**src/rtl/csd_pkg.sv**
```systemverilog
// Shared constants for the CSD encoder/decoder datapath.
// Holds the signed-digit word encodings and the decoder FSM state encoding.
package csd_pkg;

    localparam logic [7:0] CSD_ZERO = 8'h00;
    localparam logic [7:0] CSD_POS  = 8'h01;
    localparam logic [7:0] CSD_NEG  = 8'hFF;

    localparam int unsigned VALUE_W = 17;
    localparam int unsigned COUNT_W = 5;

    typedef enum logic [1:0] {
        IDLE = 2'd0,
        RD   = 2'd1,
        ACC  = 2'd2,
        DONE = 2'd3
    } csdState_t;

endpackage

```
**src/rtl/csd_digit_decode.sv**
```systemverilog
// Combinational classification of one CSD digit word into nonzero/negative/invalid.
module csd_digit_decode
    import csd_pkg::*;
#(
    parameter int unsigned DATA_W = 8
) (
    input  logic [DATA_W-1:0] digit,
    output logic              nonzero,
    output logic              negative,
    output logic              invalid
);

    localparam logic [DATA_W-1:0] ZeroW = DATA_W'(CSD_ZERO);
    localparam logic [DATA_W-1:0] PosW  = DATA_W'(CSD_POS);
    localparam logic [DATA_W-1:0] NegW  = DATA_W'(CSD_NEG);

    always_comb begin
        nonzero  = 1'b0;
        negative = 1'b0;
        invalid  = 1'b0;
        if (digit == PosW) begin
            nonzero = 1'b1;
        end else if (digit == NegW) begin
            nonzero  = 1'b1;
            negative = 1'b1;
        end else if (digit != ZeroW) begin
            invalid = 1'b1;
        end
    end

endmodule

```
**src/rtl/csd_decoder.sv**
```systemverilog
// Reads N_DIGITS CSD digits from an external memory (LSB first) and rebuilds the
// signed binary value, counting nonzero digits and flagging malformed input.
module csd_decoder
    import csd_pkg::*;
#(
    parameter int unsigned N_DIGITS = 16,
    parameter int unsigned ADDR_W   = 4,
    parameter int unsigned DATA_W   = 8
) (
    input  logic                 clk,
    input  logic                 reset,
    input  logic                 start,
    output logic                 mem_re,
    output logic [ADDR_W-1:0]    mem_addr,
    input  logic [DATA_W-1:0]    mem_data,
    output logic                 busy,
    output logic                 done,
    output logic [VALUE_W-1:0]   value,
    output logic [COUNT_W-1:0]   nz_count,
    output logic                 err_digit,
    output logic                 err_adj
);

    localparam logic [ADDR_W-1:0] LastIdx = ADDR_W'(N_DIGITS - 1);

    csdState_t          state;
    logic [ADDR_W-1:0]  index;
    logic               prevNz;
    logic               digNz;
    logic               digNeg;
    logic               digInv;
    logic [VALUE_W-1:0] weight;
    logic [VALUE_W-1:0] addend;

    csd_digit_decode #(
        .DATA_W (DATA_W)
    ) uDigitDecode (
        .digit    (mem_data),
        .nonzero  (digNz),
        .negative (digNeg),
        .invalid  (digInv)
    );

    // Signed contribution of the digit at the current index; invalid words add 0.
    always_comb begin
        weight = VALUE_W'(1) << index;
        addend = '0;
        if (digNz) begin
            addend = digNeg ? (VALUE_W'(0) - weight) : weight;
        end
    end

    always_ff @(posedge clk or negedge reset) begin
        if (!reset) begin
            state     <= IDLE;
            index     <= '0;
            prevNz    <= 1'b0;
            mem_re    <= 1'b0;
            mem_addr  <= '0;
            busy      <= 1'b0;
            done      <= 1'b0;
            value     <= '0;
            nz_count  <= '0;
            err_digit <= 1'b0;
            err_adj   <= 1'b0;
        end else begin
            unique case (state)
                IDLE: begin
                    if (start) begin
                        value     <= '0;
                        nz_count  <= '0;
                        err_digit <= 1'b0;
                        err_adj   <= 1'b0;
                        index     <= '0;
                        prevNz    <= 1'b0;
                        busy      <= 1'b1;
                        mem_re    <= 1'b1;
                        mem_addr  <= '0;
                        state     <= RD;
                    end
                end
                RD: begin
                    mem_re <= 1'b0;
                    state  <= ACC;
                end
                ACC: begin
                    value  <= value + addend;
                    prevNz <= digNz;
                    if (digNz) begin
                        nz_count <= nz_count + COUNT_W'(1);
                    end
                    if (digInv) begin
                        err_digit <= 1'b1;
                    end
                    // Digit 0 has no lower neighbour, so prevNz is ignored there.
                    if (digNz && prevNz && (index != '0)) begin
                        err_adj <= 1'b1;
                    end
                    if (index == LastIdx) begin
                        busy  <= 1'b0;
                        done  <= 1'b1;
                        state <= DONE;
                    end else begin
                        index    <= index + 1'b1;
                        mem_re   <= 1'b1;
                        mem_addr <= index + 1'b1;
                        state    <= RD;
                    end
                end
                DONE: begin
                    done  <= 1'b0;
                    state <= IDLE;
                end
                default: state <= IDLE;
            endcase
        end
    end

endmodule
```
**config.mk**
```make
export PLATFORM = sky130hd
export DESIGN_NAME = csd_decoder
export DESIGN_NICKNAME = d
export VERILOG_FILES = /design/src/rtl/csd_pkg.sv /design/src/rtl/csd_digit_decode.sv /design/src/rtl/csd_decoder.sv
export SDC_FILE = /design/constraint.sdc
export NUM_CORES = 1
export LEC_CHECK = 0
export ABC_AREA = 1
export CORE_MARGIN = 10
export CORE_UTILIZATION = 50
export CTS_CLUSTER_SIZE = 28
export DETAILED_ROUTE_END_ITERATION = 10
export GPL_TIMING_DRIVEN = 1
export PLACE_DENSITY = 0.73
export SLEW_MARGIN = 10
export SYNTH_ARGS = -nofsm -noshare
export SYNTH_HDL_FRONTEND = slang
export SYNTH_HIERARCHICAL = 1
export SYNTH_SLANG_ARGS = --single-unit
```
**constraint.sdc**
```tcl
create_clock -name clk -period 2.5 [get_ports clk]
set_input_delay 0.25 -clock clk [delete_from_list [all_inputs] [get_ports clk]]
set_output_delay 0.25 -clock clk [all_outputs]
set_load 0.05 [all_outputs]
```
## Word-level counts from Yosys, hierarchy flattened

Cells that the tools add are included.
Widths: inputs -> output; s select.

- Flip-flop bits (word level): 34

- Add/subtract/negate cells: 4
- Equal/unequal tests: 12
- Shift operators: 1
- Mux-type cells: 32
- Reductions and logical operators: 16

Operator list:

| cell | count |
|---|---|
| $mux 17 | 3 |
| $pmux 17 s2 | 1 |
| $reduce_and 3->1 | 6 |
| $add 17x17->17 | 1 |
| $shl 1x4->17 const A | 1 |
| $sub 1x17->17 const A | 1 |
| $mux 1 | 13 |
| $ne 2x2->1 const B | 6 |
| $mux 5 | 2 |
| $pmux 1 s2 | 5 |
| $pmux 5 s2 | 1 |
| $eq 8x1->1 const B | 1 |
| $eq 8x8->1 const B | 1 |
| $mux 4 | 2 |
| $pmux 2 s4 | 1 |
| $pmux 4 s2 | 1 |
| $reduce_bool 8->1 | 1 |
| $add 5x1->5 const B | 1 |
| $add 4x1->4 const B | 1 |
| $eq 2x2->1 const B | 2 |
| $eq 4x4->1 const B | 1 |
| $mux 2 | 2 |
| $reduce_and 2->1 | 2 |
| $reduce_bool 2->1 | 2 |
| other kinds (6) | 7 |

## Logic depth before layout (Yosys ltp)

Gate-level depths: netlist (run 1).

- Depth after elaboration: 7
- Depth in mapped cells: 23
- Gate-level depth less buffers: 23

## By module

The synthesis (run 1) kept the hierarchy.

Modules (own cells, without submodules):

| module | times used | cells an instance | area an instance (µm²) | sequential area each (µm²) |
|---|---|---|---|---|
| csd_decoder | 1 | 416 | 2827.7 | 850.8 |
| csd_digit_decode | 1 | 29 | 118.9 | 0.0 |

## Least setup slack after synthesis (run 1)

Ideal clock, no wire load.

- Path kind: register to register
- From: reg index[0]
- To: reg value[16]
- Library setup time: 0.118 ns
- Arrival time: 2.956 ns
- Data required time: 2.382 ns
- Slack: -0.574 ns
- Cell stages (with the launch flop): 21
- Period minus slack after synthesis: 3.074 ns
- Cells stage by stage: dfrtp_1 > inv_1 > ha_1 > nand3_2 > ha_1 > nand3_1 > nor2_4 > nand2_2 > a21oi_1 > nor2_1 > ha_1 > nand2_1 > inv_1 > nand2_1 > nand2_1 > nand2_1 > nand2_1 > a21oi_1 > nand3_1 > nand3_1 > nand2_1

- Longest elaborated chain between the ends: 6

RTL lines:

| item | RTL line | source |
|---|---|---|
| from (decl) | csd_decoder.sv:27 | `logic [ADDR_W-1:0] index;` |
| from (signal assigned) | csd_decoder.sv:104 | `index <= index + 1'b1;` |
| $shl 1x4->17 (*) | csd_decoder.sv:46 | `weight = VALUE_W'(1) << index;` |
| $sub 1x17->17 | csd_decoder.sv:49 | `addend = digNeg ? (VALUE_W'(0) - weight) : weight;` |
| $mux 17 (*) | csd_decoder.sv:49 |  |
| $mux 17 (*) | csd_decoder.sv:48 | `if (digNz) begin` |
| $add 17x17->17 (*) | csd_decoder.sv:87 | `value <= value + addend;` |
| $pmux 17 s2 (*) | csd_decoder.sv:67 | `unique case (state)` |
| to (signal assigned) | csd_decoder.sv:87 |  |
| to (decl) | csd_decoder.sv:18 | `output logic [VALUE_W-1:0] value,` |

Every way passes the cells marked *; elsewhere a longest branch is shown, timed or not.
A chain may end at the register's enable or synchronous reset.

## Worst setup path in the final report (run 1)

- From: reg index[0]
- To: reg value[15]

Same word-level chain as after synthesis.

==> metrics.txt, run 1 <==
register bit total from synthesis 34; number of global-route vias before repair approximately 3.3k; area growth from synthesis to layout 62.68%; worst flop-to-flop path startpoint index[0]$_DFFE_PN0P_; Final Hold Slack around 0.37 ns; setup violators final 13; Cell Pwr Density between 500 and 600 nW/um^2; fin crit share 120.2%; CP peak stage delay around 0.53 ns; Startpoint Class flip-flop; clock buffer depth 2; # clock sinks 34; yosys warns 6; post-synth cell types 36; final instance area 4793 um^2; Buffers on Ports ~40; Site Rows 27; fin nets 609; Synth Cell Area 2947 um^2; Leak ~2.3 nW; drt via density about 5.6; Cells after DPL 617; max-cap viol count 0; worst skew pair latency approximately 0.29 ns; Worst slew margin around three fifths; Pins Over Slew Limit 0; Via Count approximately 3.6k; Routed WL around 11 mm; worst-path cell chain inv_4, ha_4, nand3_4, ha_4, nand3_4, nor2_4, nor3_1, nor3_2, ha_2, nand2_2, buf_4, nor2_1, nand3_1, nand2_1, nand2_1, nand2_1, o21ai_1; DRC viols 0; Setup WS post-layout -0.5041 ns; synthesized instance count 445; ANT cells 0; fin cells ~650; initial antenna violation count 0; DP Area between 4000 and 5000 um^2; TritonCTS buffer count 5; Worst-Margin Slew approximately 0.57 ns; R2R cell count 17; Final Power 2.815 mW; RSZ-0062 raised after global routing true; Setup CP Type reg2reg; peak supply drop between 0.5 and 0.6 mV; Worst Path Required approximately 2.7 ns; Worst Path Arrival about 3.2 ns; Clock Skew 0.003952 ns; mean routed wirelength per cell 16.35 um; setup TNS -4.364 ns; share of layout cells above drive strength 1 between 30 and 40%; worst hold path class in2async; crit path time final 3.004 ns; Fmax roughly 0.33 GHz; DIE WIDTH 96.77 um; GRT Total Usage 18.61%; FF+latch area 858.3 um^2; TritonCTS clock tree yes; status finished with violations; Core Region around 5600 um^2; fillers around 340; Clock transition at path regs approximately 0.08 ns; die area between 9000 and 10000 um^2; Ports 42; Worst Path Buf+Inv 2; CTS root buffer clkbuf_8; Post-synth EDFFs 0; main flop type after synthesis dfrtp_1; Worst path most repeated cell nand2_1; fin util between 80% and 90%; DR pass1 iterations 5; initial DRC count around 280; kind of end point of the critical path flip-flop; pin count of the biggest net entering global routing 35; Final ANT Viol Nets 0; sequential cell area fraction in the yosys report 28.87%; gr ovfl total 0; Multi-input gate area 2445 um^2; Post-Syn Nets ~480; gpl congestion 0.8815; Place WS -0.6260 ns; reg2reg end value[15]$_DFFE_PN0P_; Mean Syn Cell Area 6.622 um^2; FFs w/ async S/R, synth 100.0%; first-pass GRT wire length ~15 mm; crit-path max FO 4; HPWL Detailed between 6 and 7 mm; violated checks negative setup slack; CP delay by family, top simple AND/OR/NAND/NOR gates; H-tree levels 2; final hold violations 0; CP max-delay cell dfrtp_4; Initial Utilization a little over half; Die Span Y about 97 um; R2R Setup Slk -0.50 ns
-- cells by family after synthesis --
family / count (synthesis) / synth area share (%)
and+or+nand+nor: 231 / 34.31
AOI/OAI and AO/OA: 87 / 16.52
buffers and inverters: 65 / 8.535
DFF: 34 / 28.87
adders and majority gates: 25 / 10.87
xor gates and xnor gates: 3 / 0.8919
-- where the power goes --
part / switching, mW / internal [mW]
clock: 0.222 / 0.222
sequential: 0.0916 / 0.615
combinational: 1.01 / 0.657
total: 1.32 / 1.49
-- routing by layer --
| metal | share of wire, % | vias to the layer above | GRT usage, % |
|---|---|---|---|
| li1 | - | 1710 | - |
| met5 | 0 | - | 0 |
| met1 | 42 | 1718 | 23.48 |
| met4 | 2.4 | 0 | 4.735 |
| met2 | 50 | 155 | 31.70 |
| met3 | 6.3 | 24 | 3.336 |
-- worst register-to-register path, cell delays in order, from the launching register on --
cell     delay, ns
dfrtp_4       0.53
inv_4         0.10
ha_4          0.17
nand3_4       0.13
ha_4          0.20
nand3_4       0.10
nor2_4        0.07
nor3_1        0.25
nor3_2        0.08
ha_2          0.39
nand2_2       0.09
buf_4         0.14
nor2_1        0.18
nand3_1       0.14
nand2_1       0.13
nand2_1       0.07
nand2_1       0.06
o21ai_1       0.05
-- cells in the final DEF (no fill, tap or decap), drive strengths merged --
cell type	synthesis	layout
nand2	130	130
buf	5	87
inv	56	56
nor2	53	53
clkdlybuf4s50	0	41
o21ai	38	38
nand3	37	37
dfrtp	34	34
a21oi	34	34
ha	24	24
nor3	7	7
clkbuf	2	6
o21bai	4	4
a21o	3	3
clkinv	2	3
nand4	3	3
o21a	2	2
o22ai	2	2
xor2	2	2
a22o	2	2
o31ai	1	1
a31oi	1	1
xnor2	1	1
nor3b	1	1
fa	1	1
clkinvlp	0	1
-- registers in the layout, indices dropped and copies added (netlist names) --
signal / count
busy: 1
done: 1
err_adj: 1
err_digit: 1
index: 4
mem_re: 1
nz_count: 5
prevNz: 1
state: 2
value: 17
-- worst max path at each step --
stage	from	end	slack, ns	cells past startpoint
2_1_floorplan	index[1]$_DFFE_PN0P_	value[16]$_DFFE_PN0P_	-0.18	18
3_3_place_gp	mem_data[1]	value[12]$_DFFE_PN0P_	-0.57	19
3_5_place_dp	mem_data[1]	value[12]$_DFFE_PN0P_	-0.63	19
4_1_cts	index[0]$_DFFE_PN0P_	value[16]$_DFFE_PN0P_	-0.39	19
5_1_grt	index[0]$_DFFE_PN0P_	value[8]$_DFFE_PN0P_	-0.65	18
6_report	index[0]$_DFFE_PN0P_	value[15]$_DFFE_PN0P_	-0.50	17
-- cell usage after synthesis (3+ instances only) --
cell type	number	area (um^2)
nor2_2	8	50.05
ha_1	24	300.3
nor2_1	43	161.4
nor3_1	7	35.03
dfrtp_1	34	850.8
nand3_2	4	40.04
inv_1	46	172.7
buf_2	3	15.01
o21ai_1	9	45.04
nand3_1	33	165.2
a21oi_1	33	165.2
o21bai_1	4	30.03
inv_2	10	37.54
o21ai_0	28	140.1
nand2_1	127	476.7
nand2_2	3	18.77
a21o_1	3	22.52
-- cell type report --
type / count / share of cell area, %
Clock buffer: 6 / 1.723
Timing Repair Buffer: 128 / 22.50
Sequential cell: 34 / 17.91
Inverter: 58 / 4.725
Clock inverter: 2 / 0.2610
Multi-Input combinational cell: 346 / 51.00
Tap cell: 72 / 1.879
-- what timing repair did --
item | in CTS | in global routing
resized for setup | 73 | 58
setup endpoints to repair | 12 | 14
hold buffers | 0 | 0
pin swaps | 45 | 36
buffers inserted | 11 | 11
cloned | 0 | 0
(Power assumes the default switching activity.)
==> run 2: changes to the inputs <==
SKIP_LAST_GASP = 1   (was default)
==> run 2 against run 1 <==
The flow still finishes with violations (negative setup slack). Combinational power hardly changed. Clock power hardly changed. Sequential power hardly changed. Worst setup slack worse by 0.018 ns. Critical path type unchanged. Critical endpoint is now value[13]$_DFFE_PN0P_. Largest power group unchanged. Highest routed layer unchanged.
==> metrics.txt, run 2 (synthesis results as in run 1) <==
Clock Skew 0.003282 ns (-0.0006706 ns); H-tree levels 2 (unchanged); Final Power 2.785 mW (-1.1%); crit-path max FO 4 (unchanged); max-cap viol count 0 (unchanged); drt via density 5.769 (+3.3%); DRC viols 0 (unchanged); first-pass GRT wire length 15.27 mm (-0.40%); fin crit share 120.9% (+0.73 points); commonest cells after routing, fill and taps aside nand2_1 (105), buf_4 (82), clkdlybuf4s50_1 (41); Worst slew margin 62.09% (+0.17 points); initial DRC count 290 (+2.1%); gpl congestion 0.8815 (unchanged); Largest register FFs 17 (unchanged); Cell Pwr Density 572.9 nW/um^2 (-2.5%); Via Count 3738 (+3.6%); DP Area 4045 um^2 (unchanged); # clock sinks 34 (unchanged); Initial Utilization 52.54% (unchanged); worst skew pair latency 0.29 ns (about the same); CTS root buffer clkbuf_8; mean routed wirelength per cell 17.15 um (+4.9%); area growth from synthesis to layout 64.97%; Setup CP Type reg2reg; kind of end point of the critical path flip-flop; final hold violations 0 (unchanged); setup TNS -4.678 ns (-0.3140 ns); top flop regs value x17, nz_count x5, index x4; initial antenna violation count 0 (unchanged); fin nets 611 (+0.33%); Die Span Y 96.77 um (unchanged); Clock transition at path regs 0.08 ns (about the same); R2R cell count 21 (+4); worst hold path class in2async; Startpoint Class flip-flop; TritonCTS buffer count 5 (unchanged); DR pass1 iterations 5 (unchanged); ANT cells 0 (unchanged); pin count of the biggest net entering global routing 35 (unchanged); Worst Path Arrival 3.20 ns (+0.02 ns); Buffers on Ports 41 (unchanged); Fmax 0.3309 GHz (-0.61%); DIE WIDTH 96.77 um (unchanged); Worst Path Required 2.68 ns (about the same); share of layout cells above drive strength 1 41.67% (+2.1 points); status finished with violations; Ports 42 (unchanged); Core Region 5608 um^2 (unchanged); most flop-heavy register value; Pins Over Slew Limit 0 (unchanged); Worst-Margin Slew 0.5681 ns (-0.002488 ns); TritonCTS clock tree yes; Place WS -0.6260 ns (unchanged); setup violators final 13 (unchanged); RSZ-0062 raised after global routing true; gr ovfl total 0 (unchanged); HPWL Detailed 6.573 mm (unchanged); violated checks negative setup slack; Leak 2.308 nW (-0.39%); fin util 86.68% (+1.2 points); clock buffer depth 2 (unchanged); Final ANT Viol Nets 0 (unchanged); die area 9363 um^2 (unchanged); Routed WL 11.11 mm (+5.2%); crit path time final 3.022 ns (+0.01830 ns); GRT Total Usage 18.56% (-0.059 points); Setup WS post-layout -0.5224 ns (-0.01830 ns); number of global-route vias before repair 3279 (-0.52%); leading cell type in the layout, fill and taps excluded nand2_1; Site Rows 27 (unchanged); peak supply drop 0.5377 mV (+4.3%); final instance area 4861 um^2 (+1.4%)
[run 2: cell count changes in the layout (fill, tap and decap cells not counted), moves of 2 or more]
cell,delta
inv_2,+2
nand2_1,-3
o21ai_0,-3
a21oi_1,-3
inv_1,-2
o21ai_2,+2
a21oi_2,+3
nand2_2,+4
ha_2,-2
buf_6,+3
ha_4,+2
[run 2: area by class of cell]
| type | instances | area, um^2 |
|---|---|---|
| Clock buffer | 6 | 82.58 |
| Timing Repair Buffer | 130 | 1105 |
| Inverter | 58 | 227.7 |
| Sequential cell | 34 | 858.3 |
| Clock inverter | 2 | 12.51 |
| Fill cell | 305 | 747.0 |
| Multi-Input combinational cell | 346 | 2485 |
| Tap cell | 72 | 90.09 |
[run 2: final timing paths]
check                                     startpoint                      end  slack (ns)
worst max-delay path            index[0]$_DFFE_PN0P_    value[13]$_DFFE_PN0P_       -0.52
worst min-delay path                           reset  nz_count[0]$_DFFE_PN0P_        0.37
worst max register to register  index[0]$_DFFE_PN0P_    value[13]$_DFFE_PN0P_       -0.52
worst min register to register    prevNz$_DFFE_PN0P_       prevNz$_DFFE_PN0P_        0.48
max in group asynchronous                      reset     index[0]$_DFFE_PN0P_        1.77
min in group clk                  prevNz$_DFFE_PN0P_       prevNz$_DFFE_PN0P_        0.48
[run 2: critical path, stage by stage, from the launching register on]
cell and delay [ns]:
dfrtp_4 0.53, ha_4 0.20, ha_4 0.16, inv_2 0.05, nor2_2 0.04, nor2_2 0.11
nand2_2 0.08, nor2_4 0.19, buf_6 0.13, a31oi_2 0.09, nor2_1 0.20, nor2_2 0.09
ha_4 0.32, nand2_4 0.08, nor2_2 0.14, inv_1 0.06, nor2_1 0.14, nor2_1 0.09
nand2_1 0.07, nand2_1 0.05, nand3_1 0.06, nand2_1 0.05
[run 2: per-stage QoR]
stage,hold slack (ns),std cells
2_1_floorplan,-0.04559,445
3_3_place_gp,0.4539,617
3_5_place_dp,0.4593,617
4_1_cts,0.3901,635
5_1_grt,0.4101,648
6_report,0.3727,648
[run 2: repair_timing]
action	4_1_cts	5_1_grt
hold buffers	0	0
resized for setup	72	77
pin swaps	45	56
setup endpoints to repair	12	14
setup buffers	11	14
[run 2: layer usage]
| layer | global-route usage [%] | up-vias | part of all wire [%] |
|---|---|---|---|
| li1 | - | 1721 | - |
| met1 | 23.52 | 1772 | 40 |
| met2 | 31.44 | 193 | 49 |
| met3 | 3.336 | 52 | 6.5 |
| met4 | 4.735 | 0 | 4.3 |
| met5 | 0 | - | 0 |
[run 2: report_power, final]
part / switching, mW / internal (mW)
Combinational: 0.987 / 0.649
Sequential: 0.0915 / 0.615
Clock: 0.220 / 0.222
Total: 1.30 / 1.49
